**src/rtl/legv8_pkg.sv**
```systemverilog
// Shared LEGv8 front-end definitions: widths, branch encodings, sequencer
// states, flag bit positions and the sequential PC increment.
package legv8_pkg;

  localparam int unsigned XLEN   = 64;
  localparam int unsigned FLAG_W = 4;
  localparam int unsigned CNT_W  = 3;

  // Bit positions inside the {N,Z,V,C} flags register
  localparam int unsigned FLAG_N = 3;
  localparam int unsigned FLAG_Z = 2;
  localparam int unsigned FLAG_V = 1;
  localparam int unsigned FLAG_C = 0;

  localparam int unsigned PC_INC = 4;

  typedef enum logic [2:0] {
    BR_B    = 3'b000,
    BR_EQ   = 3'b001,
    BR_NE   = 3'b010,
    BR_LT   = 3'b011,
    BR_GE   = 3'b100,
    BR_CBZ  = 3'b101,
    BR_CBNZ = 3'b110,
    BR_BR   = 3'b111
  } br_type_t;

  typedef enum logic {
    RUN   = 1'b0,
    FLUSH = 1'b1
  } seq_state_t;

endpackage

```
**src/rtl/branch_cond.sv**
```systemverilog
// Branch condition evaluator (purely combinational).
//   flags   : registered {N,Z,V,C}
//   br_type : branch encoding
//   br_reg  : tested register value for CBZ/CBNZ
//   cond_c  : branch condition holds
module branch_cond
  import legv8_pkg::*;
(
  input  logic [FLAG_W-1:0] flags,
  input  br_type_t          br_type,
  input  logic [XLEN-1:0]   br_reg,
  output logic              cond_c
);

  always_comb begin
    cond_c = 1'b0;
    case (br_type)
      BR_B, BR_BR: cond_c = 1'b1;
      BR_EQ:       cond_c = flags[FLAG_Z];
      BR_NE:       cond_c = !flags[FLAG_Z];
      BR_LT:       cond_c = flags[FLAG_N] != flags[FLAG_V];
      BR_GE:       cond_c = flags[FLAG_N] == flags[FLAG_V];
      BR_CBZ:      cond_c = br_reg == '0;
      BR_CBNZ:     cond_c = br_reg != '0;
      default:     cond_c = 1'b0;
    endcase
  end

endmodule

```
**src/rtl/branch_sequencer.sv**
```systemverilog
// PC / branch-resolution controller: owns PC and NZVC flags, resolves
// execute-stage branches, redirects fetch and holds a fixed flush window.
//   clk, reset        : clock, synchronous active-high reset
//   imem_ready        : fetch at pc accepted this cycle
//   flag_we, alu_*    : flag update from execute
//   br_valid/type/pc/offset/reg : resolving branch
//   pc, fetch_valid   : fetch address / request
//   flush             : squash IF/ID (high while in FLUSH)
//   taken             : combinational branch-taken indication
//   flags             : {N,Z,V,C}
//   align_err         : sticky misaligned-target flag
module branch_sequencer
  import legv8_pkg::*;
#(
  parameter logic [63:0] RESET_PC     = 64'h0,
  parameter int unsigned FLUSH_CYCLES = 2
) (
  input  logic        clk,
  input  logic        reset,
  input  logic        imem_ready,
  input  logic        flag_we,
  input  logic        alu_n,
  input  logic        alu_z,
  input  logic        alu_v,
  input  logic        alu_c,
  input  logic        br_valid,
  input  logic [2:0]  br_type,
  input  logic [63:0] br_pc,
  input  logic [63:0] br_offset,
  input  logic [63:0] br_reg,
  output logic [63:0] pc,
  output logic        fetch_valid,
  output logic        flush,
  output logic        taken,
  output logic [3:0]  flags,
  output logic        align_err
);

  // Flush window length must fit the 3-bit counter and be nonzero
  if (FLUSH_CYCLES == 0 || FLUSH_CYCLES > 7) begin : g_cfg_err
    $error("branch_sequencer: FLUSH_CYCLES must be in 1..7");
  end

  seq_state_t        state_q, state_d;
  logic [CNT_W-1:0]  cnt_q, cnt_d;
  logic [XLEN-1:0]   pc_q, pc_d;
  logic [FLAG_W-1:0] flags_q, flags_d;
  logic              align_q, align_d;

  br_type_t          br_type_e;
  logic              cond_c;
  logic [XLEN-1:0]   target_raw;

  assign br_type_e = br_type_t'(br_type);

  branch_cond u_branch_cond (
    .flags   (flags_q),
    .br_type (br_type_e),
    .br_reg  (br_reg),
    .cond_c  (cond_c)
  );

  // Branches seen during FLUSH are wrong-path and never taken
  assign taken = br_valid && cond_c && (state_q == RUN);

  // Relative targets wrap modulo 2^64
  assign target_raw = (br_type_e == BR_BR) ? br_reg : (br_pc + br_offset);

  // Next-state and datapath update
  always_comb begin
    state_d = state_q;
    cnt_d   = cnt_q;
    pc_d    = pc_q;
    align_d = align_q;
    flags_d = flag_we ? {alu_n, alu_z, alu_v, alu_c} : flags_q;

    case (state_q)
      RUN: begin
        if (taken) begin
          pc_d    = {target_raw[XLEN-1:2], 2'b00};
          cnt_d   = CNT_W'(FLUSH_CYCLES);
          state_d = FLUSH;
          if (target_raw[1:0] != 2'b00) align_d = 1'b1;
        end else if (imem_ready) begin
          pc_d = pc_q + XLEN'(PC_INC);
        end
      end
      FLUSH: begin
        // Last flush cycle when the counter reads 1
        if (cnt_q <= CNT_W'(1)) begin
          cnt_d   = '0;
          state_d = RUN;
        end else begin
          cnt_d = cnt_q - CNT_W'(1);
        end
      end
      default: begin
        cnt_d   = '0;
        state_d = RUN;
      end
    endcase
  end

  always_ff @(posedge clk) begin
    if (reset) begin
      state_q <= RUN;
      cnt_q   <= '0;
      pc_q    <= RESET_PC;
      flags_q <= '0;
      align_q <= 1'b0;
    end else begin
      state_q <= state_d;
      cnt_q   <= cnt_d;
      pc_q    <= pc_d;
      flags_q <= flags_d;
      align_q <= align_d;
    end
  end

  assign pc          = pc_q;
  assign flags       = flags_q;
  assign align_err   = align_q;
  assign flush       = (state_q == FLUSH);
  // Fetch is suppressed while reset is held, live again the cycle after
  assign fetch_valid = (state_q == RUN) && !reset;

endmodule

```
**config.mk**
```make
export PLATFORM = sky130hd
export DESIGN_NAME = branch_sequencer
export DESIGN_NICKNAME = d
export VERILOG_FILES = /design/src/rtl/legv8_pkg.sv /design/src/rtl/branch_cond.sv /design/src/rtl/branch_sequencer.sv
export SDC_FILE = /design/constraint.sdc
export NUM_CORES = 1
export LEC_CHECK = 0
export CAP_MARGIN = 20
export CORE_MARGIN = 1
export CORE_UTILIZATION = 40
export CTS_BUF_LIST = sky130_fd_sc_hd__clkbuf_4
export DETAILED_ROUTE_END_ITERATION = 16
export MAX_ROUTING_LAYER = met4
export PLACE_DENSITY = 0.78
export SYNTH_ARGS = -nofsm -noshare
export SYNTH_HDL_FRONTEND = slang
export SYNTH_SLANG_ARGS = --single-unit
```
**constraint.sdc**
```tcl
create_clock -name clk -period 2.9 [get_ports clk]
set_input_delay 0.29 -clock clk [delete_from_list [all_inputs] [get_ports clk]]
set_output_delay 0.29 -clock clk [all_outputs]
set_load 0.01 [all_outputs]
```
==> out/summary.md <==
The run finished with clean final reports. Summed over all layers, the global routing overflow is 0. Once detail routing completed, the nets flagged for antenna violations numbered 0. Cell family with the largest share of critical-path delay: simple AND/OR/NAND/NOR gates.

The number of H-tree levels was 3. The first global-routing pass estimated 52.8 mm of wire. For this design, the sink count on the clock tree is 71. Max-cap violations in this run came to 0. In the synthesized netlist the dominant register cell turns out to be sky130_fd_sc_hd__dfxtp_1. Walking the worst path, the cells encountered are clkdlybuf4s15_1 > nor4_2 > nand4_1 > nor4_4 > mux2i_1 > nor2b_1 > o41ai_2 > or2_4 > clkinvlp_4 > buf_6.

The initial antenna violation count was 2. Worst hold-check path type: input port to register. The tools report the leakage component of the power as 0.00616 µW.

Entering global routing, the biggest net connects 65 pins. The tools report the via count of the first global-routing pass as 10.3k. Along the worst path, the maximum fanout reaches 2. The worst-case IR drop observed on VDD is 316 µV. Synthesis instantiated 82 different standard cells from the library.

The core region is 0.0204 mm². Of all flip-flops after synthesis, the portion carrying an async set or reset was 0%. Setup repair after global routing could not meet its margin everywhere.

For the number of DRC markers in iteration 0, the log shows 704. The die is 146 µm tall. The final number of hold-violating endpoints is 0, and the cell depth of the worst flop-to-flop path is 10. The fraction of layout instances using a drive strength above 1 is 28.2%. The worst register-to-register path begins at pc[15]. After synthesis, the largest area contributor takes up 17.0% of total cell area. The minimum period implied by the final worst setup slack came out at 2.87 ns.

Origin of the worst setup path: br_reg[14]. The run gives 0.993 as the final weighted congestion in routability-driven placement. TritonCTS built the clock tree. After synthesis the netlist holds a flip-flop and latch count of 71.

The worst setup path is launched from an input port. The final net count was 1932. By area the synthesized netlist is led by sky130_fd_sc_hd__dfxtp_1 17%, sky130_fd_sc_hd__ha_1 9.8%, sky130_fd_sc_hd__xnor2_1 6.9%.

The die width is 146 µm. The setup path with the least slack is of type input port to primary output. Data arrives at the worst endpoint at 2.58 ns. The most common cell in the synthesized netlist is sky130_fd_sc_hd__nand2_1. The pre-antenna-repair detailed-routing pass consisted of 5 iterations. The layout filler cell count came out at 1669. The clock transition at the register clock pins on the worst setup and hold paths after CTS is 0.13 ns, and the average size of a mapped cell is 7.20 µm². The largest individual stage delay along the critical path comes from the cell sky130_fd_sc_hd__nor4_4. Dividing the detail-routed via count by the number of cells gives 5.66. The ratio of final minimum period to clock period is 99.1%. The peak per-stage delay on the critical path was 0.37 ns; the count of cell instances traversed by the critical path was 10.

The area of the multi-input gates came out at 0.00729 mm². Reg-to-reg critical path endpoint: pc[63]. The sequential standard cell area is 0.00142 mm², and the HPWL reported at the end of detailed placement is 27.2 mm. The tools report the library cell used as clock root buffer as sky130_fd_sc_hd__clkbuf_4. Critical hold path startpoint: br_reg[11].

The critical path ends at taken. The portion of the post-synthesis area used by sequential elements came out at 17.0%. Once the floorplan was initialized, standard cells occupied 40.9% of the core. 276 I/O pins were placed. The number of buffer and inverter instances along the worst setup path was 3; the via count was 11.0k. The mean routed wirelength per cell is 17.9 µm, and the area added between synthesis and finish is 71.1%. For this block, the routed nets add up to 34.8 mm of wire.

The tools report the combined area of all synthesized cells as 0.00834 mm². The synthesized design contains 0 enable-type register cells. The cell count after synthesis came out at 1158. The largest total area in the synthesized netlist belongs to sky130_fd_sc_hd__dfxtp_1.

Setup violations remaining at the end of the flow were counted as 0. For the data required time of the critical path, the log shows 2.61 ns. After floorplanning, the core was divided into 52 placement rows.

The commonest cells after synthesis are 141 x sky130_fd_sc_hd__nand2_1, 113 x sky130_fd_sc_hd__a21oi_1, 107 x sky130_fd_sc_hd__nor2_1. Buffers inserted to repair hold after CTS numbered 0. Summing all placed instances gives a cell area of 0.0132 mm².

For the global-route total usage across every layer, the log shows 31.5%. For the final core area utilization, the log shows 70.0%. In this run, CTS created clock tree buffers numbering 9. The worst slew slack as a fraction of its limit came out at 48.8%. The later pin in the worst-skew pair is clocked with a latency of 0.43 ns.

The logs give 2 for the number of buffers between clock root and the deepest sink and 0 for the remaining design rule violation count. The setup check on the worst reg-to-reg path leaves a slack of 0.15 ns. The floorplan step defined a die boundary enclosing 0.0214 mm².

Across the routed clock network, the largest skew measured is 0.0261 ns. For the pin with the worst max-slew slack, the measured transition is 0.769 ns. The number of buffers inserted by port buffering is 273. During synthesis, Yosys emitted a total of 0 warnings. The number of pins with negative max-slew slack in the final report is 0. The power density over the cells is 323 mW/mm². The final non-filler cell area came out at 0.0143 mm². The capturing element type of the critical path was a primary output. For the maximum operating frequency, the log shows 348 MHz.
==> logic make-up (layout without fill, tap and decap cells) <==
kind of cell	count (synthesis)	in the layout	share of synthesized area [%]
buffers and inverters	90	598	4.43
adders and majority gates	66	66	10.0
other	1	5	0.0450
and+or+nand+nor	465	465	27.6
xor gates and xnor gates	117	117	12.3
muxes	8	8	1.05
AOI/OAI and AO/OA	340	340	27.5
DFF	71	71	17.0
==> worst register-to-register path, delay by kind of cell (launching register included) <==
| kind | cells | cell delay [ns] |
|---|---|---|
| flops | 1 | 0.45 |
| compound gates | 2 | 0.34 |
| simple gates | 7 | 1.69 |
| xor+xnor | 1 | 0.13 |
==> through the flow <==
step | instances | power (µW) | setup slack (ns) | hold WS (ns) | TNS, ns
2_1_floorplan | 1159 | 2390 | 0.0795 | 0.437 | 0
3_3_place_gp | 1904 | 3660 | -0.911 | 0.450 | -41.28
3_5_place_dp | 1904 | 3690 | -1.03 | 0.462 | -50.79
4_1_cts | 1926 | 4390 | -0.0389 | 0.303 | -0.0389
5_1_grt | 1939 | 4850 | -0.0845 | 0.166 | -0.516
6_report | 1940 | 4600 | 0.0264 | 0.146 | 0
==> timing repair <==
item	CTS	global route
cloned	0	2
hold endpoints to repair	0	0
endpoints found under the setup margin	64	64
buffers inserted	6	10
pin swaps	37	56
resized for setup	101	207
==> state kept, by name, indices dropped and copies added, names as in the netlist <==
register	flops
align_err	1
flush	1
pc	62
flags	4
cnt_q	3
==> power by group <==
| part | internal, µW | total, µW | leakage [µW] | switching, µW |
|---|---|---|---|---|
| clock network | 277 | 680 | 0.0000770 | 403 |
| logic | 1410 | 2690 | 0.00549 | 1270 |
| registers | 1080 | 1230 | 0.000585 | 149 |
| total | 2770 | 4600 | 0.00616 | 1830 |
==> worst min path at each step <==
stage,endpoint,depth (start not counted)
2_1_floorplan,flags[0],2
3_3_place_gp,align_err,2
3_5_place_dp,align_err,2
4_1_cts,pc[11],3
5_1_grt,pc[11],3
6_report,pc[11],3
==> final cells by class <==
cell class,count,area share (%)
well taps,270,2.37
diodes,3,0.0526
inverters,22,0.605
clock buffers,10,0.526
multi-input cells,998,51.1
clock inverters,6,0.482
flip-flops and latches,71,9.96
repair buffers,560,34.9
==> layer usage <==
| layer | wire (µm) | global-route usage, % | vias up |
|---|---|---|---|
| li1 | - | - | 5304 |
| met1 | 14900 | 41.0 | 5092 |
| met2 | 16300 | 50.0 | 493 |
| met5 | 0 | - | - |
| met3 | 2290 | 3.19 | 83 |
| met4 | 1310 | 12.2 | 0 |
==> layout by cell type, fill, tap and decap left out, drive strengths merged, types with 6 or more instances in the layout <==
cell,n
buf,290
clkdlybuf4s50,187
nand2,143
a21oi,115
nor2,109
dfxtp,71
xnor2,66
ha,65
xor2,51
o21ai,47
nand3,45
nand4,40
dlymetal6s2s,39
a211oi,39
clkbuf,34
nor3,30
a21o,26
nor4,25
inv,22
a221oi,17
and3,17
a311oi,16
nor2b,14
clkdlybuf4s15,12
and4,9
o211ai,9
and2,9
a31oi,9
o21bai,8
dlygate4sd2,8
nand2b,7
o31ai,7
or2,7
o21a,6
Power figures use the tool's default switching activity.
==> patch 1, RTL diff (config.mk and constraints unchanged) <==
`CNT_W`: 3 -> 2.
--- a/src/rtl/legv8_pkg.sv
+++ b/src/rtl/legv8_pkg.sv
@@ -4,7 +4,7 @@
 
   localparam int unsigned XLEN   = 64;
   localparam int unsigned FLAG_W = 4;
-  localparam int unsigned CNT_W  = 3;
+  localparam int unsigned CNT_W  = 2;
 
   // Bit positions inside the {N,Z,V,C} flags register
   localparam int unsigned FLAG_N = 3;
Function: no difference found for any inputs over 10 cycles, from zero or initial values and one cycle with reset high; that may be too few to reach the edited logic, so the function may still have changed.
==> patch 1 against the unedited design <==
- power down 2.8%
- routed wire length up 7.0%
- clock skew down 0.0034 ns
- synthesized area up 0.63%
- maximum frequency up 0.44%
- highest routed layer unchanged
- core utilization down 1.8 points
- final area down 2.2%
- sequential cell count down 1
- worst setup slack better by 0.013 ns
- final cell count up 0.98%
- global-route usage up 2.4 points
==> patch 1: results (changes against the unedited design) <==
- Total GRT Usage: 33.83% (was 31.48%)
- Multi-input gates: 1036 (was 998)
- Crit. Startpoint: br_pc[26] (was br_reg[14])
- Outcome: finished clean (unchanged)
- Met1 GRT Util: 45.33% (was 40.99%)
- First-pass GRT wire length: 56.01 mm (was 52.83 mm)
- Synth Area in XOR/XNOR: 10.96% (was 12.29%)
- Pre-CTS setup slack: -0.8096 ns (was -1.029 ns)
- Inverters: 23 (was 22)
- Leak: 5.825 nW (was 6.156 nW)
- Max FFs per register: 62 (unchanged)
- Initial antenna violation count: 5 (was 2)
- Clk Latency, worst-skew pair: 0.45 ns (was 0.43 ns)
- Synthesized area per cell: 6.985 um2 (was 7.199 um2)
- CP max stage delay: 0.51 ns (was 0.37 ns)
- Met3 Use GR: 4.379% (was 3.188%)
- Clk sinks: 70 (was 71)
- Vias per cell: 5.755 (was 5.656)
- Layout fillers: 1759 (was 1669)
- Clk cell area share: 0.8972% (was 1.009%)
- Clock Skews: 0.02271 ns (was 0.02614 ns)
- Placer congestion estimate: 0.9975 (was 0.9931)
- Hold Crit Start: br_pc[0] (was br_reg[11])
- Multi-input combinational area share: 51.88% (was 51.12%)
- Post-synthesis compound-gate area fraction: 29.05% (was 27.51%)
- GR Layer Usage met2: 52.89% (was 50.00%)
- Largest net degree at the start of global routing: 66 (was 65)
- Vias in the first global route: 10400 (was 10290)
- Layout cells sized above 1: 22.74% (was 28.19%)
- Crit-path max FO: 5 (was 2)
- Multi-input gate area: 7236 um2 (was 7292 um2)
- DR WL met2: 16.98 mm (was 16.33 mm)
- Critical Path AT: 3.21 ns (was 2.58 ns)
- Met3 routed WL: 3.107 mm (was 2.293 mm)
- Routed met1 length: 16.17 mm (was 14.87 mm)
- Sw Ratio: 41.65% (was 39.70%)
- # nets final: 1948 (was 1932)
- Synth area leaders: dfxtp_1 17%, ha_1 9.5%, nand2_1 6.6% (was dfxtp_1 17%, ha_1 9.8%, xnor2_1 6.9%)
- Highest ir drop seen on vdd: 0.2039 mV (was 0.3159 mV)
- Post-synthesis adder-cell area fraction: 9.784% (was 9.995%)
- NonClk Buf Share: 34.04% (was 34.88%)
- Post-synthesis sequential area ratio: 16.70% (was 17.05%)
- CP top delay family: compound AO/OA/AOI/OAI gates (was simple AND/OR/NAND/NOR gates)
- Fraction of area in registers: 10.05% (was 9.964%)
- Mapped Cells: 1201 (was 1158)
patch 1: changes by cell type after synthesis, sizes merged, moves of 11 or more:
cell,unedited run,this run
a21o,26,42
a21oi,115,99
a221oi,17,5
a311oi,16,27
nor2,109,132
o21ai,47,80
patch 1: power by group through the flow:
stage	Sequential [mW]	Clock [mW]	Combinational [mW]
6_report	1.20	0.607	2.66
5_1_grt	1.22	0.637	2.84
4_1_cts	1.20	0.597	2.50
3_5_place_dp	1.22	0	2.45
3_3_place_gp	1.22	0	2.43
2_1_floorplan	1.24	0	1.11
patch 1: final timing paths:
| path | endpoint | slack (ns) | cells after the start |
|---|---|---|---|
| setup / recovery | pc[46] | 0.04 | 13 |
| hold / removal | align_err | 0.35 | 6 |
| hold reg to reg | cnt_q[1] | 0.50 | 2 |
| setup reg to reg | pc[58] | 0.25 | 9 |
patch 1: repair_timing:
action                     4_1_cts  5_1_grt
pin swaps                       29       46
setup endpoints to repair       30       29
gates resized for setup         65       85
buffers inserted                 5       10
==> patch 2, RTL diff (config.mk and constraints unchanged) <==
Made on the original files. Register the output `flags` once more, without a reset; this adds one clock of latency there. The other outputs are not delayed to match. Comments in the files are not updated.
--- a/src/rtl/branch_sequencer.sv
+++ b/src/rtl/branch_sequencer.sv
@@ -35,6 +35,8 @@
   output logic [3:0]  flags,
   output logic        align_err
 );
+
+  logic [3:0] flags_c;
 
   // Flush window length must fit the 3-bit counter and be nonzero
   if (FLUSH_CYCLES == 0 || FLUSH_CYCLES > 7) begin : g_cfg_err
@@ -118,11 +120,15 @@
   end
 
   assign pc          = pc_q;
-  assign flags       = flags_q;
+  assign flags_c     = flags_q;
   assign align_err   = align_q;
   assign flush       = (state_q == FLUSH);
   // Fetch is suppressed while reset is held, live again the cycle after
   assign fetch_valid = (state_q == RUN) && !reset;
 
+  always_ff @(posedge clk) begin
+    flags <= flags_c;
+  end
+
 endmodule
 
Check against the original RTL: not equivalent (a bounded check fails within 4 cycles, from zero or initial values and one cycle with reset high).
==> patch 2 against the unedited design <==
- clock skew decreased by 0.014 ns
- sequential power grew 3%
- largest power group unchanged
- routed wire length is 5.6% higher
- sequential share of layout area up 0.37 points
- worst setup slack better by 0.0070 ns
- synthesized area increased by 1.1%
- highest routed layer unchanged
- critical path type is now in -> reg
- sequential cell count grew 4
- power increased by 1.4%
- final area is 1.9% higher
==> patch 2: results (changes against the unedited design) <==
- Slowest-stage cell, CP: or4b_4 (was nor4_4)
- Crit-path max FO: 3 (was 2)
- Layout cells sized above 1: 27.01% (was 28.19%)
- R2R Path Start: pc[11] (was pc[15])
- Postcts setup bufs: 14 (was 6)
- Hold Path Class: in -> reg (unchanged)
- Initial antenna violation count: 3 (was 2)
- Headroom to the max-slew limit: 62.79% (was 48.76%)
- Routed via count: 11260 (was 10970)
- Combinational Power Share: 60.0% (was 58.4%)
- First-pass GRT wire length: 54.88 mm (was 52.83 mm)
- Synth cell types: 80 (was 82)
- PwrDens: 321.1 nW/um2 (was 322.6 nW/um2)
- Sw Ratio: 40.90% (was 39.70%)
- Largest net degree at the start of global routing: 51 (was 65)
- Achievable Freq: 348.8 MHz (was 348.0 MHz)
- Mux contribution to synthesized area: 1.098% (was 1.051%)
- Post-synthesis sequential area ratio: 17.81% (was 17.05%)
- Clock-pin transition on the worst setup and hold timing paths: 0.13 ns (about the same)
- Reg2reg end: pc[57] (was pc[63])
- Reg2reg path depth: 10 (unchanged)
- Post-DP Area: 13380 um2 (was 13190 um2)
- Placed cells: 1935 (was 1904)
- Seq power: 1.27 mW (was 1.23 mW)
- Flop2flop setup slack: 0.14 ns
- TritonCTS buffer count: 9 (unchanged)
- Synth Area in XOR/XNOR: 11.32% (was 12.29%)
- Post-synth top cells: 175 x nand2_1, 124 x nor2_1, 84 x a21oi_1 (was 141 x nand2_1, 113 x a21oi_1, 107 x nor2_1)
- Placer congestion estimate: 1.007 (was 0.9931)
- Total GRT Usage: 32.80% (was 31.48%)
- Ys async rst share: 0% (unchanged)
- Synthesized area per cell: 7.158 um2 (was 7.199 um2)
- First-pass detailed-route iteration total: 5 (unchanged)
- # resized after CTS: 78 (was 101)
- Post-synthesis adder-cell area fraction: 9.883% (was 9.995%)
- Vias per cell: 5.695 (was 5.656)
- Clock Skews: 0.01169 ns (was 0.02614 ns)
- Outcome: finished clean (unchanged)
- DR WL/cell: 18.59 um (was 17.94 um)
- Max FFs per register: 62 (unchanged)
- Min Hold Slack: 0.1501 ns (was 0.1459 ns)
- HPWL Detailed: 29.42 mm (was 27.23 mm)
- Leak: 6.651 nW (was 6.156 nW)
- Clk Latency, worst-skew pair: 0.44 ns
- CP max stage delay: 0.55 ns (was 0.37 ns)
- Hold Crit Start: br_reg[12] (was br_reg[11])
- Critical Path AT: 3.23 ns (was 2.58 ns)
- CP top delay family: compound AO/OA/AOI/OAI gates (was simple AND/OR/NAND/NOR gates)
- DRT iter0 DRCs: 1015 (was 704)
- Synth area leaders: dfxtp_1 18%, ha_1 9.6%, nand2_1 7.8% (was dfxtp_1 17%, ha_1 9.8%, xnor2_1 6.9%)
- Port bufs: 273 (unchanged)
- Post-synthesis compound-gate area fraction: 26.92% (was 27.51%)
- Post-route ant nets: 0 (unchanged)
- Hold path cells: 3 (unchanged)
- Pre-CTS setup slack: -0.8027 ns (was -1.029 ns)
- WHS Endpoint: pc[12] (was pc[11])
- YS warnings: 0 (unchanged)
- Layout fillers: 1633 (was 1669)
- # nets final: 1968 (was 1932)
- Highest ir drop seen on vdd: 0.1859 mV (was 0.3159 mV)
-- patch 2: worst max path at each step --
stage	start	endpoint	slack (ns)	depth (start not counted)
2_1_floorplan	br_pc[0]	pc[54]	-0.11	12
3_3_place_gp	br_reg[1]	pc[62]	-0.77	14
3_5_place_dp	br_reg[1]	pc[62]	-0.80	14
4_1_cts	br_reg[48]	taken	-0.002	9
5_1_grt	br_reg[30]	pc[62]	-0.07	14
6_report	br_offset[4]	pc[18]	0.03	14
-- patch 2: area by class of cell --
type	instances	area [um2]	area share, %
sequential	75	1501	10.33
timing repair buffer	577	5134	35.32
multi-input combinational	1018	7371	50.71
tap	270	337.8	2.324
clock buffer	10	75.07	0.5165
antenna	4	10.01	0.06886
clock inverter	6	42.54	0.2927
inverter	17	63.81	0.4390
-- patch 2: metal layers --
metal / global-route usage (%) / wire length [um]
met3: 2.857 / 2778
met2: 53.07 / 17220
met5: - / 0
met4: 11.03 / 1204
met1: 42.82 / 15550
